--- src/rtl/jstk_frame_decoder_pkg.sv ---
`default_nettype none
// ============================================================================
// Module  : jstk_frame_decoder_pkg
// Brief   : Shared encodings for the joystick frame decoder.
// Revision: 1.0 - initial release
// ============================================================================
package jstk_frame_decoder_pkg;

    typedef enum logic [1:0] {
        ST_IDLE    = 2'd0,
        ST_COLLECT = 2'd1,
        ST_CHECK   = 2'd2
    } jstk_state_t;

    localparam int JSTK_NUM_BYTES = 5;

    localparam int JSTK_XLO = 0;
    localparam int JSTK_XHI = 1;
    localparam int JSTK_YLO = 2;
    localparam int JSTK_YHI = 3;
    localparam int JSTK_BTN = 4;

    localparam int JSTK_BTN_STICK = 0;
    localparam int JSTK_BTN_1     = 1;
    localparam int JSTK_BTN_2     = 2;

    // High bytes carry only two position bits; the rest must be clear.
    function automatic logic jstk_rsvd_clear(input logic [7:0] b);
        return (b[7:2] == 6'd0);
    endfunction

endpackage
`default_nettype wire

--- src/rtl/jstk_frame_decoder_if.sv ---
`default_nettype none
// ============================================================================
// Module  : jstk_frame_decoder_if
// Brief   : Byte-stream input and decoded-sample output bundle.
// Revision: 1.0 - initial release
// ============================================================================
interface jstk_frame_decoder_if;
    logic               frame_start;
    logic               byte_valid;
    logic [7:0]         byte_in;
    logic               frame_end;
    logic [9:0]         x_pos;
    logic [9:0]         y_pos;
    logic signed [10:0] x_off;
    logic signed [10:0] y_off;
    logic [2:0]         btn;
    logic               sample_valid;
    logic               frame_err;
    logic               busy;

    modport master (
        output frame_start, byte_valid, byte_in, frame_end,
        input  x_pos, y_pos, x_off, y_off, btn, sample_valid, frame_err, busy
    );

    modport slave (
        input  frame_start, byte_valid, byte_in, frame_end,
        output x_pos, y_pos, x_off, y_off, btn, sample_valid, frame_err, busy
    );
endinterface
`default_nettype wire

--- src/rtl/jstk_byte_buffer.sv ---
`default_nettype none
// ============================================================================
// Module  : jstk_byte_buffer
// Brief   : NUM_BYTES x 8 capture registers with write index and overflow.
// Revision: 1.0 - initial release
// ============================================================================
module jstk_byte_buffer #(
    parameter int NUM_BYTES = 5
) (
    input  wire logic                               clk,
    input  wire logic                               rst,
    input  wire logic                               clr,
    input  wire logic                               wr_en,
    input  wire logic [7:0]                         wr_data,
    output logic      [NUM_BYTES-1:0][7:0]          data,
    output logic      [$clog2(NUM_BYTES+1)-1:0]     idx,
    output logic                                    full,
    output logic                                    ovf
);
    localparam int IDX_W = $clog2(NUM_BYTES + 1);

    logic [IDX_W-1:0] r_idx;

    assign idx  = r_idx;
    assign full = (r_idx == IDX_W'(NUM_BYTES));
    assign ovf  = wr_en & full;

    always_ff @(posedge clk or negedge rst) begin
        if (!rst) begin
            r_idx <= '0;
        end else if (clr) begin
            r_idx <= '0;
        end else if (wr_en && !full) begin
            r_idx <= r_idx + 1'b1;
        end
    end

    generate
        for (genvar gi = 0; gi < NUM_BYTES; gi++) begin : g_byte
            logic [7:0] r_byte;
            always_ff @(posedge clk or negedge rst) begin
                if (!rst) begin
                    r_byte <= 8'd0;
                end else if (clr) begin
                    r_byte <= 8'd0;
                end else if (wr_en && !full && (r_idx == IDX_W'(gi))) begin
                    r_byte <= wr_data;
                end
            end
            assign data[gi] = r_byte;
        end
    endgenerate
endmodule
`default_nettype wire

--- src/rtl/jstk_frame_decoder.sv ---
`default_nettype none
// ============================================================================
// Module  : jstk_frame_decoder
// Brief   : Assembles 5-byte joystick frames, validates, publishes X/Y/buttons.
// Revision: 1.0 - initial release
// ============================================================================
module jstk_frame_decoder
    import jstk_frame_decoder_pkg::*;
#(
    parameter int NUM_BYTES      = JSTK_NUM_BYTES,
    parameter int CENTER         = 512,
    parameter int TIMEOUT_CYCLES = 1000000
) (
    input wire logic           clk,
    input wire logic           rst,
    jstk_frame_decoder_if.slave bus
);
    localparam int IDX_W = $clog2(NUM_BYTES + 1);
    localparam int CNT_W = $clog2(TIMEOUT_CYCLES + 1);

    jstk_state_t               r_state, w_next;
    logic [NUM_BYTES-1:0][7:0] w_bytes;
    logic [IDX_W-1:0]          w_idx;
    logic                      w_full, w_ovf;
    logic                      w_clr, w_wr, w_err, w_load, w_good, w_timeout;
    logic [CNT_W-1:0]          r_cnt;
    logic [9:0]                w_x, w_y;
    logic [9:0]                r_x, r_y;
    logic [10:0]               r_xo, r_yo;
    logic [2:0]                r_btn;
    logic                      r_sv, r_err;

    jstk_byte_buffer #(.NUM_BYTES(NUM_BYTES)) u_buf (
        .clk     (clk),
        .rst     (rst),
        .clr     (w_clr),
        .wr_en   (w_wr),
        .wr_data (bus.byte_in),
        .data    (w_bytes),
        .idx     (w_idx),
        .full    (w_full),
        .ovf     (w_ovf)
    );

    // A restart strobe wins over any byte arriving in the same cycle.
    assign w_wr      = (r_state == ST_COLLECT) && bus.byte_valid && !bus.frame_start;
    assign w_timeout = (r_state == ST_COLLECT) && (r_cnt >= CNT_W'(TIMEOUT_CYCLES));

    assign w_x    = {w_bytes[JSTK_XHI][1:0], w_bytes[JSTK_XLO]};
    assign w_y    = {w_bytes[JSTK_YHI][1:0], w_bytes[JSTK_YLO]};
    assign w_good = (w_idx == IDX_W'(NUM_BYTES)) &&
                    jstk_rsvd_clear(w_bytes[JSTK_XHI]) &&
                    jstk_rsvd_clear(w_bytes[JSTK_YHI]);

    always_ff @(posedge clk or negedge rst) begin
        if (!rst) begin
            r_state <= ST_IDLE;
        end else begin
            r_state <= w_next;
        end
    end

    always_comb begin
        w_next = r_state;
        w_clr  = 1'b0;
        w_err  = 1'b0;
        w_load = 1'b0;
        case (r_state)
            ST_IDLE: begin
                if (bus.frame_start) begin
                    w_clr  = 1'b1;
                    w_next = ST_COLLECT;
                end
            end
            ST_COLLECT: begin
                if (bus.frame_start) begin
                    w_clr  = 1'b1;
                    w_err  = (w_idx != '0);
                    w_next = ST_COLLECT;
                end else if (w_ovf) begin
                    w_err  = 1'b1;
                    w_next = ST_IDLE;
                end else if (bus.frame_end) begin
                    w_next = ST_CHECK;
                end else if (!bus.byte_valid && w_timeout) begin
                    w_err  = 1'b1;
                    w_next = ST_IDLE;
                end
            end
            ST_CHECK: begin
                w_load = 1'b1;
                w_next = ST_IDLE;
                if (bus.frame_start) begin
                    w_clr  = 1'b1;
                    w_next = ST_COLLECT;
                end
            end
            default: w_next = ST_IDLE;
        endcase
    end

    always_ff @(posedge clk or negedge rst) begin
        if (!rst) begin
            r_cnt <= '0;
        end else if ((r_state != ST_COLLECT) || bus.byte_valid || bus.frame_start) begin
            r_cnt <= '0;
        end else if (!w_timeout) begin
            r_cnt <= r_cnt + 1'b1;
        end
    end

    always_ff @(posedge clk or negedge rst) begin
        if (!rst) begin
            r_x   <= '0;
            r_y   <= '0;
            r_xo  <= '0;
            r_yo  <= '0;
            r_btn <= '0;
            r_sv  <= 1'b0;
            r_err <= 1'b0;
        end else begin
            r_sv  <= 1'b0;
            r_err <= w_err;
            if (w_load) begin
                if (w_good) begin
                    r_x   <= w_x;
                    r_y   <= w_y;
                    r_xo  <= {1'b0, w_x} - 11'(CENTER);
                    r_yo  <= {1'b0, w_y} - 11'(CENTER);
                    r_btn <= {w_bytes[JSTK_BTN][JSTK_BTN_2],
                              w_bytes[JSTK_BTN][JSTK_BTN_1],
                              w_bytes[JSTK_BTN][JSTK_BTN_STICK]};
                    r_sv  <= 1'b1;
                end else begin
                    r_err <= 1'b1;
                end
            end
        end
    end

    assign bus.x_pos        = r_x;
    assign bus.y_pos        = r_y;
    assign bus.x_off        = $signed(r_xo);
    assign bus.y_off        = $signed(r_yo);
    assign bus.btn          = r_btn;
    assign bus.sample_valid = r_sv;
    assign bus.frame_err    = r_err;
    assign bus.busy         = (r_state == ST_COLLECT);
endmodule
`default_nettype wire
--- src/flat_wrapper.sv ---
// flat-port wrapper written by rule: the top's interface ports become plain ports
module jstk_frame_decoder_flat import jstk_frame_decoder_pkg::*;
#(
    parameter int NUM_BYTES      = JSTK_NUM_BYTES,
    parameter int CENTER         = 512,
    parameter int TIMEOUT_CYCLES = 1000000
)
  (clk, rst, bus_frame_start, bus_byte_valid, bus_byte_in, bus_frame_end, bus_x_pos, bus_y_pos, bus_x_off, bus_y_off, bus_btn, bus_sample_valid, bus_frame_err, bus_busy);
  jstk_frame_decoder_if bus_i ();
  input wire logic clk;
  input wire logic rst;
  input wire logic [$bits(bus_i.frame_start)-1:0] bus_frame_start;
  input wire logic [$bits(bus_i.byte_valid)-1:0] bus_byte_valid;
  input wire logic [$bits(bus_i.byte_in)-1:0] bus_byte_in;
  input wire logic [$bits(bus_i.frame_end)-1:0] bus_frame_end;
  output wire logic [$bits(bus_i.x_pos)-1:0] bus_x_pos;
  output wire logic [$bits(bus_i.y_pos)-1:0] bus_y_pos;
  output wire logic [$bits(bus_i.x_off)-1:0] bus_x_off;
  output wire logic [$bits(bus_i.y_off)-1:0] bus_y_off;
  output wire logic [$bits(bus_i.btn)-1:0] bus_btn;
  output wire logic [$bits(bus_i.sample_valid)-1:0] bus_sample_valid;
  output wire logic [$bits(bus_i.frame_err)-1:0] bus_frame_err;
  output wire logic [$bits(bus_i.busy)-1:0] bus_busy;
  assign bus_i.frame_start = bus_frame_start;
  assign bus_i.byte_valid = bus_byte_valid;
  assign bus_i.byte_in = bus_byte_in;
  assign bus_i.frame_end = bus_frame_end;
  assign bus_x_pos = bus_i.x_pos;
  assign bus_y_pos = bus_i.y_pos;
  assign bus_x_off = bus_i.x_off;
  assign bus_y_off = bus_i.y_off;
  assign bus_btn = bus_i.btn;
  assign bus_sample_valid = bus_i.sample_valid;
  assign bus_frame_err = bus_i.frame_err;
  assign bus_busy = bus_i.busy;
  jstk_frame_decoder #(.NUM_BYTES(NUM_BYTES), .CENTER(CENTER), .TIMEOUT_CYCLES(TIMEOUT_CYCLES)) u_core (.clk(clk), .rst(rst), .bus(bus_i));
endmodule
--- config.mk ---
export PLATFORM = sky130hd
export DESIGN_NAME = jstk_frame_decoder_flat
export DESIGN_NICKNAME = d
export VERILOG_FILES = /design/src/rtl/jstk_frame_decoder_pkg.sv /design/src/rtl/jstk_frame_decoder_if.sv /design/src/rtl/jstk_byte_buffer.sv /design/src/rtl/jstk_frame_decoder.sv /design/src/flat_wrapper.sv
export SDC_FILE = /design/constraint.sdc
export NUM_CORES = 1
export LEC_CHECK = 0
export BUFFER_PORTS_ARGS = -buffer_cell sky130_fd_sc_hd__buf_2
export CORE_ASPECT_RATIO = 0.9
export CORE_MARGIN = 8
export CORE_UTILIZATION = 58
export CTS_CLUSTER_SIZE = 24
export DETAILED_ROUTE_END_ITERATION = 6
export PLACE_DENSITY_LB_ADDON = 0.15
export SETUP_SLACK_MARGIN = 0.4
export SLEW_MARGIN = 10
export SYNTH_ARGS = -nofsm -noshare
export SYNTH_HDL_FRONTEND = slang
export SYNTH_HIERARCHICAL = 1
export SYNTH_SLANG_ARGS = --single-unit
--- constraint.sdc ---
create_clock -name clk -period 2.4 [get_ports clk]
set_clock_uncertainty 0.2 [all_clocks]
set_input_delay 0.12 -clock clk [delete_from_list [all_inputs] [get_ports clk]]
set_output_delay 0.12 -clock clk [all_outputs]
set_load 0.005 [all_outputs]
==> reports/qor.txt, run 1 <==
Cell count after synthesis: 456
Fin crit period: 1.972 ns
GRT overflow: 0
Filler cells: 574
Commonest non-fill, non-tap cell in the layout: nand2_1
Initial drt markers: 172
CTS tree: yes
Pwr Density: 555.2 nW/um2
Top Ports: 61
Core area: 7112 um2
CP arrival: 2.05 ns
Tightest Pin Transition: 0.5767 ns
Hold crit path type: in2async
Htree depth: 3
Vias in the first global route: 3166
Drc violations: 0
CTS sink count: 87
Count of warnings emitted by yosys: 6
Placement Setup Slack: 0.2231 ns
Worst EP required: 2.48 ns
Clk_lat worst skew: 0.35 ns
Most frequent cells in the layout: 133 x nand2_1, 85 x dfrtp_1, 59 x buf_2
N_diodes: 0
Area after DPL: 4504 um2
Final Setup Violations: 0
Placer Congestion: 0.8704
Wire length per cell: 15.40 um
Outcome: complete, no violations
Nets: 531
Largest net degree at the start of global routing: 48
Final setup margin: 0.4281 ns
Maximum VDD drop: 0.5451 mV
Tot GR Track Use: 18.27%
Final core occ: 70.16%
Leak: 2.412 nW
Max_cap viols: 0
Vias: 3284
Slew Limit Headroom: 61.55%
Fraction of layout cells with a size suffix above 1: 24.61%
Antenna viol nets, final: 0
Setup TNS: 0 ns
Final worst-path cycle share: 82.16%
Design Area, Final: 4990 um2
Cell Rows: 29
Final hold violations: 0
Die ar.: 10420 um2
Syn_area_per_cell: 9.420 um2
Final cell count without fillers: 609
Max Slew Vio Count: 0
Critical-path maximum fanout: 7
Startpoint type of the worst setup path: flop
CTS Root Cell: clkbuf_8
DP Cell Count: 574
Post-Syn Nets: 476
Hpwl dp: 6319 um
Initial core utilization: 60.40%
Unrepaired setup endpoints after global routing: yes
Die height: 97.64 um
Initial antenna violation count: 0
Routed vias/inst: 5.392
I/O Buffers: 60
Worst-path clk slew: 0.08 ns
Drt pass-1 iters: 4
Critical path capture point type: flop
Die width: 106.7 um
Fmax: 507.1 MHz
Global-route wire length before repair: 15540 um
Max clock buf depth: 2
Post-Syn Area: 4295 um2
Worst setup path category: reg2reg
DRT Wirelength: 9377 um
Layout Area Growth over Synthesis: 16.17%
CTS buffer count: 9
[report_power, final]
group / switching, mW / total [mW] / internal (mW)
sequential: 0.0126 / 1.49 / 1.48
clock: 0.519 / 1.11 / 0.588
combinational: 0.107 / 0.173 / 0.0662
[path summary, 6_finish.rpt]
check | from | to | slack, ns | depth (start not counted)
worst max-delay path | u_core/r_cnt[7] | u_core/r_cnt[12] | 0.43 | 5
min in group clk | u_core/bus.btn[0] | u_core/bus.btn[0] | 0.27 | 2
worst min-delay path | rst | u_core/r_cnt[3] | 0.11 | 2
worst min register to register | u_core/bus.btn[0] | u_core/bus.btn[0] | 0.27 | 2
worst max register to register | u_core/r_cnt[7] | u_core/r_cnt[12] | 0.43 | 5
max in group asynchronous | rst | u_core/u_buf/g_byte[0].r_byte[5] | 1.26 | 3
[state kept, by name, summed over array words and instances, names as in the netlist]
signal,count
u_core/u_buf/g_byte.r_byte,35
u_core/r_state,2
u_core/bus.frame_err,1
u_core/bus.x_pos,10
u_core/bus.x_off,1
u_core/bus.y_pos,10
u_core/bus.y_off,1
u_core/r_cnt,20
u_core/bus.btn,3
u_core/u_buf/idx,3
u_core/bus.sample_valid,1
[critical path: stages, from the launching register on]
cell     delay, ns
dfrtp_2       0.48
o31ai_4       0.29
and3_4        0.27
o21ai_4       0.09
or4_1         0.42
a21oi_1       0.15
[through the flow]
step / power, mW / hold WS (ns)
after detailed placement: 1.669 / -0.04217
after global placement: 1.665 / -0.04438
after global routing: 2.873 / 0.1591
final: 2.771 / 0.1109
after CTS: 2.789 / 0.1168
after floorplan: 1.593 / -0.3756
[cell type report]
class,count,area [um2],area share [%]
multi-input combinational,319,1904,38.16
timing repair buffer,85,536.8,10.76
tap,93,116.4,2.332
clock buffer,9,123.9,2.482
inverter,9,33.78,0.6770
sequential,87,2180,43.68
clock inverter,7,95.09,1.906
[routing by layer]
metal  vias up  GRT usage, %  routed length [um]  part of all wire, %
li1       1603             -                   -                    -
met3         6         5.836                 684                  7.3
met2        87         27.71                4207                   45
met5         -             0                   0                    0
met4         0         3.027                  54                 0.58
met1      1588         25.13                4431                   47
[repair_timing]
action                     in CTS  in global routing
setup endpoints to repair      48                 52
hold endpoints to repair       81                  0
hold buffers                   12                  0
cloned                          0                  1
pin swaps                       2                  4
gates resized for setup         8                 12
buffers inserted                1                  5
(Power assumes the default switching activity.)
==> inputs of run 2 (changes only) <==
--- a/config.mk
+++ b/config.mk
@@ -5,6 +5,7 @@
 export SDC_FILE = /design/constraint.sdc
 export NUM_CORES = 1
 export LEC_CHECK = 0
+export ABC_AREA = 1
 export BUFFER_PORTS_ARGS = -buffer_cell sky130_fd_sc_hd__buf_2
 export CORE_ASPECT_RATIO = 0.9
 export CORE_MARGIN = 8
==> constraint.sdc (replaced) <==
create_clock -name clk -period 2.05 [get_ports clk]
set_clock_uncertainty 0.2 [all_clocks]
set_input_delay 0.1025 -clock clk [delete_from_list [all_inputs] [get_ports clk]]
set_output_delay 0.1025 -clock clk [all_outputs]
set_load 0.005 [all_outputs]
==> run 2 against run 1 <==
Global-route usage rose by 2.7 points. Clock power rose by 9%. Hold slack worse by 0.046 ns. Via count increased by 31%. Sequential power increased by 28%. Critical path depth increased by 2. Power grew 35%. Core utilization increased by 7.8 points. Area after synthesis up 5.9%. Design area is 18% higher. Critical endpoint is now u_core/bus.x_pos[8].
==> reports/qor.txt, run 2 <==
Hold crit path type: in2reg
Leak: 3.092 nW (+28%)
CP arrival: 1.83 ns (-0.22 ns)
Max_cap viols: 0 (unchanged)
Wire length per cell: 16.95 um (+10%)
Commonest non-fill, non-tap cell in the layout: nand2_1
Final hold violations: 0 (unchanged)
Core area: 7582 um2 (+6.6%)
Initial antenna violation count: 0 (unchanged)
Setup TNS: 0 ns (unchanged)
Vias: 4309 (+31%)
CTS tree: yes
Area of the multi-input gates: 2351 um2 (+23%)
Met3 WL post-DR: 1357 um (+98%)
Global-route wire length before repair: 18370 um (+18%)
Syn_area_per_cell: 7.882 um2 (-16%)
CTS sink count: 87 (unchanged)
Cell Rows: 30 (+3.4%)
Max FFs per register: 35 (unchanged)
Tot GR Track Use: 20.96% (+2.7 points)
Final worst-path cycle share: 86.49% (+4.3 points)
Outcome: complete, no violations
Fin crit period: 1.773 ns (-0.1988 ns)
Hpwl dp: 7413 um (+17%)
Hold WS: 0.06498 ns (-0.04589 ns)
Die ar.: 10940 um2 (+5.0%)
Max clock buf depth: 2 (unchanged)
Pwr Density: 630.7 nW/um2 (+14%)
Vias in the first global route: 3803 (+20%)
Placement Setup Slack: 0.2705 ns (+0.04739 ns)
Registers with the most flip-flops: u_core/u_buf/g_byte.r_byte x35, u_core/r_cnt x20
Nets: 686 (+29%)
Pwr Total: 3.728 mW (+35%)
Slew Limit Headroom: 62.30% (+0.74 points)
Max Slew Vio Count: 0 (unchanged)
Worst EP required: 2.11 ns (-0.37 ns)
R2R setup slack: 0.28 ns (-0.15 ns)
Drt pass-1 iters: 5 (+1)
Crit path launch: u_core/u_buf/g_byte[1].r_byte[5]
Fraction of layout cells with a size suffix above 1: 35.02% (+10 points)
Post-Syn Area: 4548 um2 (+5.9%)
Most frequent cells in the layout: 175 x nand2_1, 75 x dfrtp_1, 60 x nand3_1
FF+latch area: 2192 um2 (+0.57%)
Worst-path clk slew: 0.10 ns (+0.02 ns)
Maximum VDD drop: 0.6853 mV (+26%)
GRT overflow: 0 (unchanged)
Worst setup path category: reg2reg
CTS Root Cell: clkbuf_8
Filler cells: 502 (-13%)
Layout Area Growth over Synthesis: 29.99%
Crit path to: u_core/bus.x_pos[8]
Tightest Pin Transition: 0.5635 ns (-0.01324 ns)
Die height: 100.0 um (+2.4%)
Final setup margin: 0.2769 ns (-0.1512 ns)
Reg2reg start: u_core/u_buf/g_byte[1].r_byte[5]
Final core occ: 77.97% (+7.8 points)
Final Setup Violations: 0 (unchanged)
Cell count after synthesis: 577 (+27%)
Routed vias/inst: 5.618 (+4.2%)
Startpoint type of the worst setup path: flop
Top Ports: 61 (unchanged)
Die width: 109.3 um (+2.5%)
Worst r2r path cells: 7 (+2)
Post-Syn Nets: 597 (+25%)
Reg2reg end: u_core/bus.x_pos[8]
Met2 wire length: 6014 um (+43%)
Clk_lat worst skew: 0.37 ns (+0.02 ns)
Placer Congestion: 0.9241 (+6.2%)
Count of warnings emitted by yosys: 6 (unchanged)
CTS buffer count: 9 (unchanged)
Critical path capture point type: flop
I/O Buffers: 60 (unchanged)
Unrepaired setup endpoints after global routing: yes
DRT Wirelength: 13000 um (+39%)
Initial drt markers: 386 (+120%)
Fmax: 564.0 MHz (+11%)
N_diodes: 0 (unchanged)
Initial core utilization: 59.98% (-0.41 points)
Critical-path maximum fanout: 6 (-1)
Largest net degree at the start of global routing: 88 (+83%)
Biggest register: u_core/u_buf/g_byte.r_byte
Htree depth: 3 (unchanged)
Drc violations: 0 (unchanged)
Met1 wire length: 5375 um (+21%)
Antenna viol nets, final: 0 (unchanged)
Max layer used: met4
-- run 2: power breakdown --
part           internal [mW]  switching, mW
registers               1.81         0.0927
logic                  0.245          0.371
clock network          0.480          0.727
total                   2.54           1.19
-- run 2: how the worst min path moves through the flow --
stage / from / to / depth (start not counted)
finish: bus_frame_start / u_core/r_state[0] / 6
global route: bus_frame_start / u_core/r_state[0] / 6
CTS: bus_frame_start / u_core/r_state[0] / 6
detailed placement: rst / u_core/r_cnt[10] / 2
global placement: rst / u_core/r_cnt[18] / 2
floorplan: rst / u_core/bus.btn[0] / 0
-- run 2: timing repair --
| item | in CTS | in global routing |
|---|---|---|
| setup endpoints to repair | 82 | 83 |
| hold buffers | 13 | 0 |
| resized for setup | 22 | 128 |
| pin swaps | 5 | 26 |
| endpoints found under the hold margin | 127 | 0 |
| buffers inserted | 6 | 24 |
| cloned | 0 | 6 |
-- run 2: per-stage QoR --
stage,std cells,instance area (um2)
final,767,5912
after detailed placement,702,4738
after global routing,767,5912
after CTS,737,5220
after global placement,702,4738
after floorplan,577,4548
-- run 2: critical path, cell delays in order, from the launching register on --
cell and delay, ns:
dfrtp_1 0.39, nor2_1 0.22, nand2_1 0.16, nor2_4 0.15, nand3_4 0.20, buf_12 0.22
nand2_1 0.06, nand2_1 0.07
-- run 2: per-layer routing --
metal / GRT usage, % / vias to the layer above
met5: 0 / -
met4: 7.365 / 0
met3: 4.933 / 30
met2: 31.33 / 230
met1: 28.94 / 2045
li1: - / 2004
-- run 2: area by class of cell --
cell class,instances,share of cell area [%]
Sequential cell,87,37.08
Tap cell,96,2.032
Clock buffer,9,2.095
Multi-Input combinational cell,411,39.77
Inverter,45,3.323
Clock inverter,7,1.270
Timing Repair Buffer,112,14.43
==> inputs of run 3 (changes only) <==
--- a/config.mk
+++ b/config.mk
@@ -9,7 +9,7 @@
 export BUFFER_PORTS_ARGS = -buffer_cell sky130_fd_sc_hd__buf_2
 export CORE_ASPECT_RATIO = 0.9
 export CORE_MARGIN = 8
-export CORE_UTILIZATION = 58
+export CORE_UTILIZATION = 38
 export CTS_CLUSTER_SIZE = 24
 export DETAILED_ROUTE_END_ITERATION = 6
 export PLACE_DENSITY_LB_ADDON = 0.15
@@ -19,3 +19,4 @@
 export SYNTH_HDL_FRONTEND = slang
 export SYNTH_HIERARCHICAL = 1
 export SYNTH_SLANG_ARGS = --single-unit
+export TNS_END_PERCENT = 50
==> run 3 against run 2 <==
Setup slack better by 0.065 ns. Register-to-register slack gained 0.06 ns. Design area decreased by 2.6%. Flip-flop and latch count stayed put. Sequential power barely moved. Largest cell class is now sequential cells. First-iteration DRC count fell by 36%. Cell count grew 6.6%. Non-clock buffer count is 12 lower. Core utilization shrank 30 points. Power up 15%. Hold slack worse by 0.040 ns. Maximum frequency increased by 3.8%.
==> reports/qor.txt, run 3 (synthesis gave the netlist of run 2 again) <==
Max layer used: met4
Antenna viol nets, final: 0 (unchanged)
CP arrival: 1.79 ns (-0.04 ns)
Unrepaired setup endpoints after global routing: yes
Met1 wire length: 5336 um (-0.73%)
Worst r2r path cells: 11 (+4)
CTS Root Cell: clkbuf_16
Slew Limit Headroom: 65.24% (+2.9 points)
Startpoint type of the worst setup path: flop
Top Ports: 61 (unchanged)
Maximum VDD drop: 0.6555 mV (-4.3%)
Crit path max-delay family: simple AND/OR/NAND/NOR gates
Hold Startpoint: bus_byte_in[2]
Drc violations: 0 (unchanged)
Htree depth: 3 (unchanged)
Bufs and invs on worst path: 4 (+3)
Slowest cell delay on critical path: 0.41 ns (+0.02 ns)
Most frequent cells in the layout: 213 x nand2_1, 78 x dfrtp_1, 59 x buf_2
Layout Area Growth over Synthesis: 26.57%
Pwr Total: 4.277 mW (+15%)
Net Sw Power: 1.119 mW (-6.0%)
Final hold violations: 0 (unchanged)
Slowest cell on crit path: dfrtp_1
Die ar.: 15730 um2 (+44%)
Biggest register: u_core/u_buf/g_byte.r_byte
Max FFs per register: 35 (unchanged)
Fmax: 585.4 MHz (+3.8%)
Vias: 4021 (-6.7%)
Final cell count without fillers: 818 (+6.6%)
CTS buffer count: 9 (unchanged)
Cell Rows: 38 (+27%)
Global-route wire length before repair: 18580 um (+1.2%)
Clk_lat worst skew: 0.35 ns (-0.02 ns)
Clock power frac: 43.4% (+11 points)
Hold depth: 6 (unchanged)
CP dominant cell by count: nand2_4
Placer Congestion: 0.8572 (-7.2%)
Tot GR Track Use: 14.56% (-6.4 points)
Hpwl dp: 7659 um (+3.3%)
Nets: 673 (-1.9%)
Leak: 2.999 nW (-3.0%)
GRT overflow: 0 (unchanged)
Hold Path End: u_core/u_buf/g_byte[3].r_byte[2]
I/O Buffers: 60 (unchanged)
Critical-path maximum fanout: 7 (+1)
Power share of the sequential group: 44.5% (-6.6 points)
Worst setup path category: reg2reg
Reg2reg end: u_core/u_buf/g_byte[4].r_byte[1]
Vias in the first global route: 3724 (-2.1%)
DRT Wirelength: 11700 um (-10%)
Reg2reg start: u_core/r_state[0]
R2R setup slack: 0.34 ns (+0.06 ns)
Initial drt markers: 247 (-36%)
Initial antenna violation count: 0 (unchanged)
Sw frac: 26.17% (-5.8 points)
Critical path capture point type: flop
Initial core utilization: 38.26% (-22 points)
Max clock buf depth: 2 (unchanged)
Gate power share: 12.1% (-4.4 points)
Registers with the most flip-flops: u_core/u_buf/g_byte.r_byte x35, u_core/r_cnt x20
Filler cells: 1190 (+140%)
Pwr Density: 742.9 nW/um2 (+18%)
Core area: 11890 um2 (+57%)
Worst-path clk slew: 0.07 ns (-0.03 ns)
Tightest Pin Transition: 0.5214 ns (-0.04204 ns)
Final worst-path cycle share: 83.33% (-3.2 points)
Drt pass-1 iters: 5 (unchanged)
Die width: 131.3 um (+20%)
Final Setup Violations: 0 (unchanged)
Commonest non-fill, non-tap cell in the layout: nand2_1
Worst EP required: 2.14 ns (+0.03 ns)
Die height: 119.8 um (+20%)
N_diodes: 0 (unchanged)
Setup TNS: 0 ns (unchanged)
Hold crit path type: in2reg
Crit path depth: 11 (+4)
Pint: 3.157 mW (+24%)
Max Slew Vio Count: 0 (unchanged)
Fraction of layout cells with a size suffix above 1: 26.60% (-8.4 points)
Met3 WL post-DR: 961 um (-29%)
CTS tree: yes
Largest net degree at the start of global routing: 46 (-48%)
Wire length per cell: 14.31 um (-16%)
Crit-path cells: inv_2, nor2_4, nand2_2, nor2_2, buf_6, buf_12, buf_4, nand2_4, nand2_4, nand3_1, nand2_1
Routed vias/inst: 4.916 (-13%)
Met2 wire length: 5280 um (-12%)
CTS sink count: 87 (unchanged)
DP Cell Count: 767 (+9.3%)
Fin crit period: 1.708 ns (-0.06494 ns)
Max_cap viols: 0 (unchanged)
Outcome: complete, no violations
## run 3: cell count changes in the layout (fill, tap and decap cells not counted), sizes merged
cell,change
clkinv,-2
buf,-9
bufinv,+2
dlygate4sd3,-1
nand3,-1
clkinvlp,-1
inv,-1
## run 3: worst max path at each step
stage | start | end | slack [ns]
global placement | u_core/r_state[0] | u_core/u_buf/g_byte[2].r_byte[4] | 0.23
finish | u_core/r_state[0] | u_core/u_buf/g_byte[4].r_byte[1] | 0.34
floorplan | u_core/r_state[1] | u_core/r_state[0] | 0.49
detailed placement | u_core/r_state[0] | u_core/u_buf/g_byte[2].r_byte[3] | 0.22
CTS | u_core/u_buf/idx[0] | u_core/u_buf/g_byte[0].r_byte[3] | 0.37
global route | u_core/r_state[0] | u_core/r_cnt[14] | 0.28
## run 3: final cells by class
| class | count | area [um2] | area share (%) |
|---|---|---|---|
| Multi-Input combinational cell | 410 | 2115 | 36.73 |
| Inverter | 45 | 195.2 | 3.391 |
| Sequential cell | 87 | 2188 | 38.01 |
| Clock buffer | 11 | 252.7 | 4.390 |
| Timing Repair Buffer | 100 | 716.9 | 12.45 |
| Clock inverter | 5 | 88.84 | 1.543 |
| Tap cell | 160 | 200.2 | 3.478 |
## run 3: worst min-delay path: cells and delay by family
family	cells	cell delay, ns
buffers and inverters	3	0.30
and+or+nand+nor	3	0.14
## run 3: routing by layer
metal | up-vias | global-route usage [%]
met5 | - | 0
met3 | 12 | 6.099
met1 | 1894 | 19.30
li1 | 1985 | -
met4 | 0 | 4.229
met2 | 130 | 21.26
## run 3: repair_timing
action,4_1_cts,5_1_grt
setup buffers,8,13
setup endpoints to repair,72,84
pin swaps,5,16
gates resized for setup,20,57
hold buffers,12,0
gates cloned,1,1
endpoints found under the hold margin,103,0
## run 3: power groups by stage
stage | logic (mW) | clock network [mW] | registers [mW]
final | 0.516 | 1.86 | 1.90
after global routing | 0.572 | 1.97 | 1.92
after floorplan | 0.272 | 0 | 1.90
after CTS | 0.447 | 1.91 | 1.89
after global placement | 0.378 | 0 | 1.92
after detailed placement | 0.383 | 0 | 1.92
## run 3: per-stage QoR
step                instance area [um2]  hold WS, ns  utilization [%]  worst slack, ns
floorplan                          4548      -0.3931                -           0.4852
global placement                   4826     -0.09010            40.60           0.2298
detailed placement                 4826     -0.08127            40.60           0.2212
CTS                                5440     0.005687            45.77           0.3688
global route                       5757      0.07365            48.43           0.2832
finish                             5757      0.02512            48.43           0.3418
